### config.mk
export PLATFORM = sky130hd
export DESIGN_NAME = mem_ctrl
export DESIGN_NICKNAME = d
export VERILOG_FILES = /design/src/rtl/mem_ctrl_pkg.sv /design/src/rtl/mem_ctrl.sv
export SDC_FILE = /design/constraint.sdc
export NUM_CORES = 1
export LEC_CHECK = 0
export CORE_ASPECT_RATIO = 0.9
export CORE_MARGIN = 5
export CORE_UTILIZATION = 41
export CTS_CLUSTER_SIZE = 14
export DETAILED_ROUTE_END_ITERATION = 8
export DONT_BUFFER_PORTS = 1
export PLACE_DENSITY = 0.63
export SLEW_MARGIN = 25
export SYNTH_ARGS = -nofsm -noshare
export SYNTH_HDL_FRONTEND = slang
export SYNTH_SLANG_ARGS = --single-unit
### constraint.sdc
create_clock -name clk -period 8.14 [get_ports clk]
set_clock_uncertainty 0.05 [all_clocks]
set_input_delay 0.407 -clock clk [delete_from_list [all_inputs] [get_ports clk]]
set_output_delay 0.407 -clock clk [all_outputs]
set_load 0.005 [all_outputs]
### src/rtl/mem_ctrl_pkg.sv
// Shared definitions for the byte-serial memory controller: length codes,
// FSM encodings, bus widths and small byte helpers.
package mem_ctrl_pkg;

  localparam int RamDataBus  = 8;
  localparam int InstAddrBus = 32;

  localparam logic [1:0] LenByte = 2'b00;
  localparam logic [1:0] LenHalf = 2'b01;
  localparam logic [1:0] LenWord = 2'b10;

  typedef enum logic [1:0] {
    ST_IDLE = 2'b00,
    ST_RD   = 2'b01,
    ST_WR   = 2'b10
  } state_e;

  typedef enum logic {
    OWN_IF  = 1'b0,
    OWN_MEM = 1'b1
  } owner_e;

  // Both 2'b10 and 2'b11 mean a full word.
  function automatic logic [2:0] len_bytes(input logic [1:0] len);
    case (len)
      LenByte: return 3'd1;
      LenHalf: return 3'd2;
      LenWord: return 3'd4;
      default: return 3'd4;
    endcase
  endfunction

  function automatic logic [RamDataBus-1:0] sel_byte(input logic [31:0] w,
                                                     input logic [1:0]  idx);
    case (idx)
      2'd0:    return w[7:0];
      2'd1:    return w[15:8];
      2'd2:    return w[23:16];
      default: return w[31:24];
    endcase
  endfunction

endpackage

### src/rtl/mem_ctrl.sv
// Arbitrates instruction fetches and load/stores onto a byte-wide RAM,
// serialising each access one byte per cycle (MEM has priority over IF).
module mem_ctrl
  import mem_ctrl_pkg::*;
(
  input  logic                   clk,
  input  logic                   rst,
  input  logic                   if_req,
  input  logic [InstAddrBus-1:0] if_addr,
  output logic                   if_done,
  output logic [31:0]            if_data,
  input  logic                   mem_req,
  input  logic                   mem_we,
  input  logic [31:0]            mem_addr,
  input  logic [1:0]             mem_len,
  input  logic [31:0]            mem_wdata,
  output logic                   mem_done,
  output logic [31:0]            mem_rdata,
  output logic [31:0]            ram_a,
  output logic                   ram_wr,
  output logic [RamDataBus-1:0]  ram_dout,
  input  logic [RamDataBus-1:0]  ram_din
);

  state_e                 state_q;
  owner_e                 owner_q;
  logic [2:0]             cnt_q, cnt_d;
  logic [2:0]             n_q;
  logic                   if_done_q, mem_done_q;
  logic [31:0]            if_data_q, mem_rdata_q;
  logic [31:0]            ram_a_q, ram_a_d;
  logic                   ram_wr_q;
  logic [RamDataBus-1:0]  ram_dout_q;
  logic [31:0]            base_q, wdata_q;
  logic [31:0]            asm_q, asm_d;
  logic                   grant;

  // No grant while a done pulse is out, so the requester can drop its req.
  assign grant   = (state_q == ST_IDLE) && !if_done_q && !mem_done_q && (mem_req || if_req);
  assign cnt_d   = cnt_q + 3'd1;
  assign ram_a_d = base_q + {29'd0, cnt_d};

  // ram_din seen at count k belongs to the byte addressed at count k-1.
  always_comb begin
    asm_d = asm_q;
    if (state_q == ST_RD) begin
      case (cnt_q)
        3'd1:    asm_d[7:0]   = ram_din;
        3'd2:    asm_d[15:8]  = ram_din;
        3'd3:    asm_d[23:16] = ram_din;
        3'd4:    asm_d[31:24] = ram_din;
        default: ;
      endcase
    end
  end

  always_ff @(posedge clk or negedge rst) begin
    if (!rst) begin
      state_q     <= ST_IDLE;
      owner_q     <= OWN_IF;
      cnt_q       <= '0;
      n_q         <= '0;
      if_done_q   <= 1'b0;
      mem_done_q  <= 1'b0;
      if_data_q   <= '0;
      mem_rdata_q <= '0;
      ram_a_q     <= '0;
      ram_wr_q    <= 1'b0;
      ram_dout_q  <= '0;
    end else begin
      if_done_q  <= 1'b0;
      mem_done_q <= 1'b0;
      case (state_q)
        ST_IDLE: begin
          if (grant) begin
            cnt_q <= '0;
            if (mem_req) begin
              owner_q    <= OWN_MEM;
              n_q        <= len_bytes(mem_len);
              state_q    <= mem_we ? ST_WR : ST_RD;
              ram_a_q    <= mem_addr;
              ram_wr_q   <= mem_we;
              ram_dout_q <= mem_we ? sel_byte(mem_wdata, 2'd0) : '0;
            end else begin
              owner_q    <= OWN_IF;
              n_q        <= 3'd4;
              state_q    <= ST_RD;
              ram_a_q    <= if_addr;
              ram_wr_q   <= 1'b0;
              ram_dout_q <= '0;
            end
          end
        end
        ST_RD: begin
          if (cnt_q == n_q) begin
            state_q <= ST_IDLE;
            cnt_q   <= '0;
            ram_a_q <= '0;
            if (owner_q == OWN_MEM) begin
              mem_done_q  <= 1'b1;
              mem_rdata_q <= asm_d;
            end else begin
              if_done_q <= 1'b1;
              if_data_q <= asm_d;
            end
          end else begin
            cnt_q   <= cnt_d;
            ram_a_q <= (cnt_d == n_q) ? 32'd0 : ram_a_d;
          end
        end
        ST_WR: begin
          if (cnt_q == n_q - 3'd1) begin
            state_q    <= ST_IDLE;
            cnt_q      <= '0;
            mem_done_q <= 1'b1;
            ram_a_q    <= '0;
            ram_wr_q   <= 1'b0;
            ram_dout_q <= '0;
          end else begin
            cnt_q      <= cnt_d;
            ram_a_q    <= ram_a_d;
            ram_dout_q <= sel_byte(wdata_q, cnt_d[1:0]);
          end
        end
        default: state_q <= ST_IDLE;
      endcase
    end
  end

  // Transaction operands are frozen at grant; later request changes are ignored.
  always_ff @(posedge clk) begin
    if (grant) begin
      base_q  <= mem_req ? mem_addr : if_addr;
      wdata_q <= mem_wdata;
      asm_q   <= '0;
    end else if (state_q == ST_RD) begin
      asm_q <= asm_d;
    end
  end

  assign if_done   = if_done_q;
  assign if_data   = if_data_q;
  assign mem_done  = mem_done_q;
  assign mem_rdata = mem_rdata_q;
  assign ram_a     = ram_a_q;
  assign ram_wr    = ram_wr_q;
  assign ram_dout  = ram_dout_q;

endmodule

---- After elaboration in Yosys (flattened, before gate mapping) ----
Cells that the tools add are included.
operators by class
  add/subtract/negate cells ............... 3
  equality and inequality tests ........... 15
  mux-type cells .......................... 40
  bitwise operators ....................... 1
  reductions and logical operators ........ 18
operators with widths
  cell                                                                    count
  32-bit two-way mux                                                      5
  32-bit case mux with 3 select lines                                     1
  8-bit two-way mux                                                       8
  32-bit by 3-bit adder with 32-bit output                                1
  8-bit case mux with 3 select lines                                      1
  8-bit case mux with 2 select lines                                      1
  3-bit two-way mux                                                       4
  3-bit AND reduction                                                     4
  1-bit two-way mux                                                       10
  2-bit two-way mux                                                       5
  3-bit equality test                                                     3
  3-bit case mux with 3 select lines                                      1
  2-bit by 1-bit equality test with 1-bit output (second input constant)  3
  3-bit by 2-bit equality test with 1-bit output (second input constant)  2
  2-bit logical NOT                                                       3
  2-bit case mux with 3 select lines                                      1
  3-bit case mux with 2 select lines                                      1
  2-bit AND reduction                                                     3
  2-bit equality test (second input constant)                             2
  2-bit != test (second input constant)                                   2
  1-bit case mux with 2 select lines                                      2
  3-bit by 1-bit adder with 3-bit output (second input constant)          1
  3-bit by 1-bit equality test with 1-bit output (second input constant)  1
  3-bit equality test (second input constant)                             1
  other kinds (8)                                                         11
word-level totals
  register bits ........................... 212
  input port bits ......................... 111
  output and inout bits ................... 107
  word-level logic and storage cells ...... 91

---- Depth between registers and ports, before layout ----
  word-level depth ........................ 6
  depth in mapped cells ................... 11
  gate-level depth less buffers ........... 9

---- Least setup slack after synthesis ----
OpenSTA, ideal clock, no wires.
  kind .................................... flip-flop to flip-flop
  start ................................... register state_q[0]
  end ..................................... register base_q[0], enable pin
  setup time .............................. 454 ps
  data arrival time ....................... 3147 ps
  data required time ...................... 7636 ps
  path slack .............................. 4489 ps
  cell stages (with the launch flop) ...... 6
  buffers on the path ..................... 1
  period minus slack after synthesis ...... 3651 ps
  cells stage by stage .................... dfrtp_1 -> inv_1 -> ha_1 -> inv_1 -> nor4_2 -> clkbuf_1
on the way
  cells in the longest elaborated chain, start to end .. 4
ends and longest elaborated chain
  element                          line             RTL
  from (decl)                      mem_ctrl.sv:25   state_e state_q;
  from (signal assigned)           mem_ctrl.sv:80   state_q <= mem_we ? ST_WR : ST_RD;
  2-bit logical NOT                mem_ctrl.sv:39   assign grant = (state_q == ST_IDLE) && !if_done_q && !mem_done_q && (mem_req || if_req);
  1-bit logical AND (3 in series)  mem_ctrl.sv:39
  via grant                        mem_ctrl.sv:36   logic grant;
  to (signal assigned)             mem_ctrl.sv:133  base_q <= mem_req ? mem_addr : if_addr;
  to (decl)                        mem_ctrl.sv:34   logic [31:0] base_q, wdata_q;
The timed path passes the listed nets, and every way through them passes these cells.
A chain may end at the register's enable or synchronous reset.

---- Worst setup path after layout ----
  start ................................... register cnt_q[0]
  end ..................................... register ram_a_q[28], in the netlist ram_a[28]
on the way
  cells in the longest elaborated chain, start to end .. 5
  elaborated cells on any way between the ends .. 9
  classes of those cells .................. add/sub (2); eq/ne (3); mux (4)
ends and longest elaborated chain
  element                                                                                 line                             RTL
  from (decl)                                                                             mem_ctrl.sv:27                   logic [2:0] cnt_q, cnt_d;
  from (signal assigned)                                                                  mem_ctrl.sv:107                  cnt_q <= cnt_d;
  from (signal assigned)                                                                  mem_ctrl.sv:120                  cnt_q <= cnt_d;
  3-bit by 1-bit adder with 3-bit output                                                  mem_ctrl.sv:40                   assign cnt_d = cnt_q + 3'd1;
  32-bit by 3-bit adder with 32-bit output / 3-bit equality test (equally long branches)  mem_ctrl.sv:41, mem_ctrl.sv:108
  32-bit two-way mux                                                                      mem_ctrl.sv:108                  ram_a_q <= (cnt_d == n_q) ? 32'd0 : ram_a_d;
  32-bit two-way mux                                                                      mem_ctrl.sv:95                   if (cnt_q == n_q) begin
  32-bit case mux with 3 select lines (*)                                                 mem_ctrl.sv:73                   case (state_q)
  to (signal assigned)                                                                    mem_ctrl.sv:81                   ram_a_q <= mem_addr;
  to (signal assigned)                                                                    mem_ctrl.sv:108
  to (signal assigned)                                                                    mem_ctrl.sv:121                  ram_a_q <= ram_a_d;
  to (decl)                                                                               mem_ctrl.sv:31                   logic [31:0] ram_a_q, ram_a_d;
Every way passes the cells marked *; elsewhere a longest branch is shown, timed or not.

==> reports/summary.log <==
qor: timing.worst_slew_pin_slew 0.9572 ns
qor: logic_synthesis.ys_ff_latch 212
qor: logic_synthesis.synth_cell_type_count 50
qor: worst_hold_path.number_of_cells_on_the_worst_hold_path 2
qor: global_route.globalRoute.totalOverflow 0
qor: critical_path.cp_data_required_time 8.49 ns
qor: power.power.density_cell_area 386.8 mW/mm^2
qor: worst_hold_path.worst_hold_path_type primary input to flop
qor: logic_synthesis.avgSynthCellArea 10.86 sq um
qor: timing.hold_viol 0
qor: placement.postPlaceCellArea 0.009736 sq mm
qor: logic_synthesis.synth_ff_type sky130_fd_sc_hd__dfrtp_1
qor: die.dieWidth 170.8 um
qor: critical_path.path_buf_inv 1
qor: finish.post_layout_nonfiller_instances 1,215
qor: drt.vias 6,708
qor: global_route.grt_pass1_wl 39,670 um
qor: timing.timing.setup.tns 0 ns
qor: critical_path.r2r.worst_path.cells 7
qor: drt.postRouteWirelength 25,710 um
qor: worst_hold_path.hold-path-endpoint n_q[0]
qor: critical_path.r2r_slack 5.01 ns
qor: critical_path.slowest_stage sky130_fd_sc_hd__a21oi_1
qor: die.initial_core_utilization 41.24%
qor: finish.mostFrequentLayoutCell sky130_fd_sc_hd__nand2_1
qor: critical_path.critical_path.endpoint_type flop
qor: clock_network.cts_inserted_buffers 24
qor: clock_network.post_cts_buffers 0
qor: critical_path.delay_contributed_by_the_slowest_stage_of_the_critical_path 0.75 ns
qor: finish.num-nets-final 1,022
qor: die.placement_rows 53
qor: timing.relSlewSlack 36.03%
qor: die.fp.dieH 154.7 um
qor: finish.finalCoreUtilization 47.86%
qor: finish.antennaDiodeCount 0
qor: logic_synthesis.postSynth.asyncResetShare 54.72%
qor: logic_synthesis.synth_edf_count 64
qor: critical_path.ordered_list_of_cells_on_the_worst_path inv_1 -> ha_1 -> fa_1 -> a21oi_1 -> nor4_1 -> xor2_1 -> a221o_1
qor: critical_path.worstPathMaxFanout 8
qor: logic_synthesis.mapped_cell_area 0.009544 sq mm
qor: finish.stdcell_area 0.01108 sq mm
qor: logic_synthesis.synthesis.instances 879
qor: logic_synthesis.yosys_warnings 0
qor: placement.dp.cells 1,126
qor: critical_path.critical_path.startpoint_type flop
qor: global_route.grt_pass1_vias 6,814
qor: run.maxCapViolCount 0
qor: power.power.ir.vdd_worst 0.2086 mV
qor: global_route.antenna_found_initial 0
qor: finish.most-common-layout-cells sky130_fd_sc_hd__nand2_1 (134), sky130_fd_sc_hd__dfrtp_1 (116), sky130_fd_sc_hd__o21ai_0 (80), sky130_fd_sc_hd__edfxtp_1 (64), sky130_fd_sc_hd__a21oi_1 (44)
qor: timing.grt_setup_unrepaired false
qor: critical_path.regToRegEndpoint ram_a[28]
qor: status.run_status finished, final reports clean
qor: drt.detail_route.drc_violations 0
qor: drt.first_pass_iters 5
qor: clock_network.clk_path_buf_depth 3
qor: timing.final-setup-viol-count 0
qor: drt.route.detailed.wl_per_inst 21.16 um
qor: clock_network.clkLatencyLatePin 0.53 ns
qor: critical_path.rr_startpoint cnt_q[0]
qor: timing.timing.final.crit_share 38.46%
qor: logic_synthesis.synth_top_area_share 30.41%
qor: placement.place.detailed.hpwl 16,580 um
qor: power.static-leakage-power 4.465 nW
qor: clock_network.cts-htree-levels 1
qor: worst_hold_path.hold_crit_start mem_len[0]
qor: finish.filler_cell_count 2,051
qor: drt.antenna_violating_nets_post_route 0
qor: logic_synthesis.fraction_of_the_yosys_area_taken_by_sequential_cells 57.26%
qor: die.die_area 0.02643 sq mm
qor: finish.area_growth 16.05%
qor: logic_synthesis.netlist_top_cells_area sky130_fd_sc_hd__dfrtp_1 (30%), sky130_fd_sc_hd__edfxtp_1 (20%), sky130_fd_sc_hd__dfxtp_1 (6.7%)
qor: finish.footprint_of_the_multi_input_gates 0.003739 sq mm
qor: global_route.grt_start_max_net_pins 117
qor: logic_synthesis.syn-num-nets 1,006
qor: critical_path.cell_class_contributing_the_biggest_share_of_worst_path_delay compound AO/OA/AOI/OAI gates
qor: clock_network.clk_pin_slew_worst_paths 0.06 ns
qor: timing.maxSlewViolCount 0
qor: finish.regArea 0.005465 sq mm
qor: placement.place.gp.congestion 0.7812
qor: placement.port_buffers 0
qor: drt.first_iter_violations 436
qor: clock_network.tritoncts_num_sinks 212
qor: die.io_pins 218
qor: clock_network.tritoncts_clock_tree done
qor: drt.route.detailed.vias_per_inst 5.521
qor: finish.post_route_cells_drive_above_1_share 9.858%
qor: clock_network.clock_tree.root_cell sky130_fd_sc_hd__clkbuf_16
qor: die.core_area 0.02314 sq mm
qor: global_route.gr-usage-all-layers 18.94%
qor: timing.max_freq 319.4 MHz
qor: critical_path.worstSetupPathType flop to flop
qor: timing.period_needed 3.131 ns
qor: logic_synthesis.cell_taking_the_most_area_after_synthesis sky130_fd_sc_hd__dfrtp_1
qor: critical_path.timing.critical_path.arrival 3.48 ns
## state kept, by name, summed over array words and instances (netlist names)
register	flops
mem_done	1
asm_q	32
if_data	32
owner_q	1
state_q	2
cnt_q	3
if_done	1
base_q	32
ram_wr	1
ram_a	32
ram_dout	8
n_q	3
mem_rdata	32
wdata_q	32
## where the power goes
group	internal [mW]	total [mW]	leakage (nW)	switching, mW
clock network	0.714	1.17	0.425	0.454
logic	0.445	1.20	1.72	0.759
registers	1.57	1.91	2.32	0.346
## worst max-delay path by stage
| stage | startpoint | endpoint | slack, ns | cells past startpoint |
|---|---|---|---|---|
| 2_1_floorplan | state_q[0] | base_q[0] | 4.49 | 5 |
| 3_3_place_gp | cnt_q[0] | ram_a[28] | 5.16 | 7 |
| 4_1_cts | cnt_q[0] | ram_a[28] | 5.04 | 7 |
| 6_report | cnt_q[0] | ram_a[28] | 5.01 | 7 |
| 5_1_grt | cnt_q[0] | ram_a[28] | 4.81 | 7 |
| 3_5_place_dp | cnt_q[0] | ram_a[30] | 5.08 | 7 |
## synthesized netlist by cell type, types with 2 or more instances
| master | instances |
|---|---|
| sky130_fd_sc_hd__o31a_1 | 4 |
| sky130_fd_sc_hd__a21oi_1 | 44 |
| sky130_fd_sc_hd__xnor2_1 | 11 |
| sky130_fd_sc_hd__buf_1 | 11 |
| sky130_fd_sc_hd__nand3b_1 | 3 |
| sky130_fd_sc_hd__a221oi_1 | 8 |
| sky130_fd_sc_hd__o31ai_1 | 2 |
| sky130_fd_sc_hd__edfxtp_1 | 64 |
| sky130_fd_sc_hd__nor2_1 | 25 |
| sky130_fd_sc_hd__nor2b_1 | 3 |
| sky130_fd_sc_hd__nand3_1 | 42 |
| sky130_fd_sc_hd__mux2i_1 | 40 |
| sky130_fd_sc_hd__nor3b_1 | 2 |
| sky130_fd_sc_hd__buf_2 | 6 |
| sky130_fd_sc_hd__o22ai_1 | 2 |
| sky130_fd_sc_hd__buf_6 | 3 |
| sky130_fd_sc_hd__and2_1 | 7 |
| sky130_fd_sc_hd__clkbuf_1 | 44 |
| sky130_fd_sc_hd__and4_1 | 4 |
| sky130_fd_sc_hd__ha_1 | 15 |
| sky130_fd_sc_hd__a21o_1 | 2 |
| sky130_fd_sc_hd__o21ai_0 | 80 |
| sky130_fd_sc_hd__nor4_1 | 11 |
| sky130_fd_sc_hd__a221o_1 | 15 |
| sky130_fd_sc_hd__dfrtp_1 | 116 |
| sky130_fd_sc_hd__dfxtp_1 | 32 |
| sky130_fd_sc_hd__nand2_1 | 134 |
| sky130_fd_sc_hd__xor2_1 | 23 |
| sky130_fd_sc_hd__nor3_1 | 11 |
| sky130_fd_sc_hd__inv_1 | 23 |
| sky130_fd_sc_hd__a222oi_1 | 8 |
| sky130_fd_sc_hd__nand4_1 | 5 |
| sky130_fd_sc_hd__a311oi_1 | 2 |
| sky130_fd_sc_hd__a31oi_1 | 13 |
| sky130_fd_sc_hd__mux2_2 | 33 |
| sky130_fd_sc_hd__and3_1 | 16 |
| sky130_fd_sc_hd__or3_1 | 2 |
## cells by family (layout without fill, tap and decap cells)
group,after synthesis,after routing,synth area share [%]
flip-flops,212,212,57.26
adder cells (fa/ha/maj),16,16,2.176
AO/OA/AOI/OAI,185,185,12.05
XOR/XNOR,35,35,3.369
multiplexers,73,73,8.089
buffers and inverters,87,121,3.736
AND/OR/NAND/NOR,271,271,13.32
## metrics by stage
| stage | worst slack [ns] | total power [mW] | hold slack, ns |
|---|---|---|---|
| floorplan | 4.489 | 2.737 | 0.06141 |
| global route | 4.806 | 4.574 | 0.02946 |
| finish | 5.009 | 4.284 | 0.02890 |
| CTS | 5.039 | 4.333 | 0.01182 |
| detailed placement | 5.078 | 3.117 | 0.06492 |
| global placement | 5.162 | 3.084 | 0.06709 |
## worst register-to-register path, stage by stage (launching register included)
cell	delay, ns
sky130_fd_sc_hd__dfrtp_1	0.49
sky130_fd_sc_hd__inv_1	0.15
sky130_fd_sc_hd__ha_1	0.39
sky130_fd_sc_hd__fa_1	0.47
sky130_fd_sc_hd__a21oi_1	0.75
sky130_fd_sc_hd__nor4_1	0.18
sky130_fd_sc_hd__xor2_1	0.19
sky130_fd_sc_hd__a221o_1	0.33
## layout make-up
type / instances / area share, %
multi-input combinational: 580 / 33.76
clock buffer: 30 / 5.999
timing repair buffer: 54 / 4.846
tap: 302 / 3.412
clock inverter: 14 / 1.864
inverter: 23 / 0.7795
sequential: 212 / 49.34
## timing repair
action	4_1_cts	5_1_grt
gates resized for setup	0	0
endpoints found under the hold margin	182	0
hold buffers	44	0
setup endpoints to repair	0	0
## routing by layer
layer,track usage [%],share of wire [%],up-vias
met5,0,0,-
met4,3.470,1.8,0
met3,6.645,9.8,36
met2,29.35,45,242
met1,26.21,43,3237
li1,-,-,3193
Power figures use the tool's default switching activity.
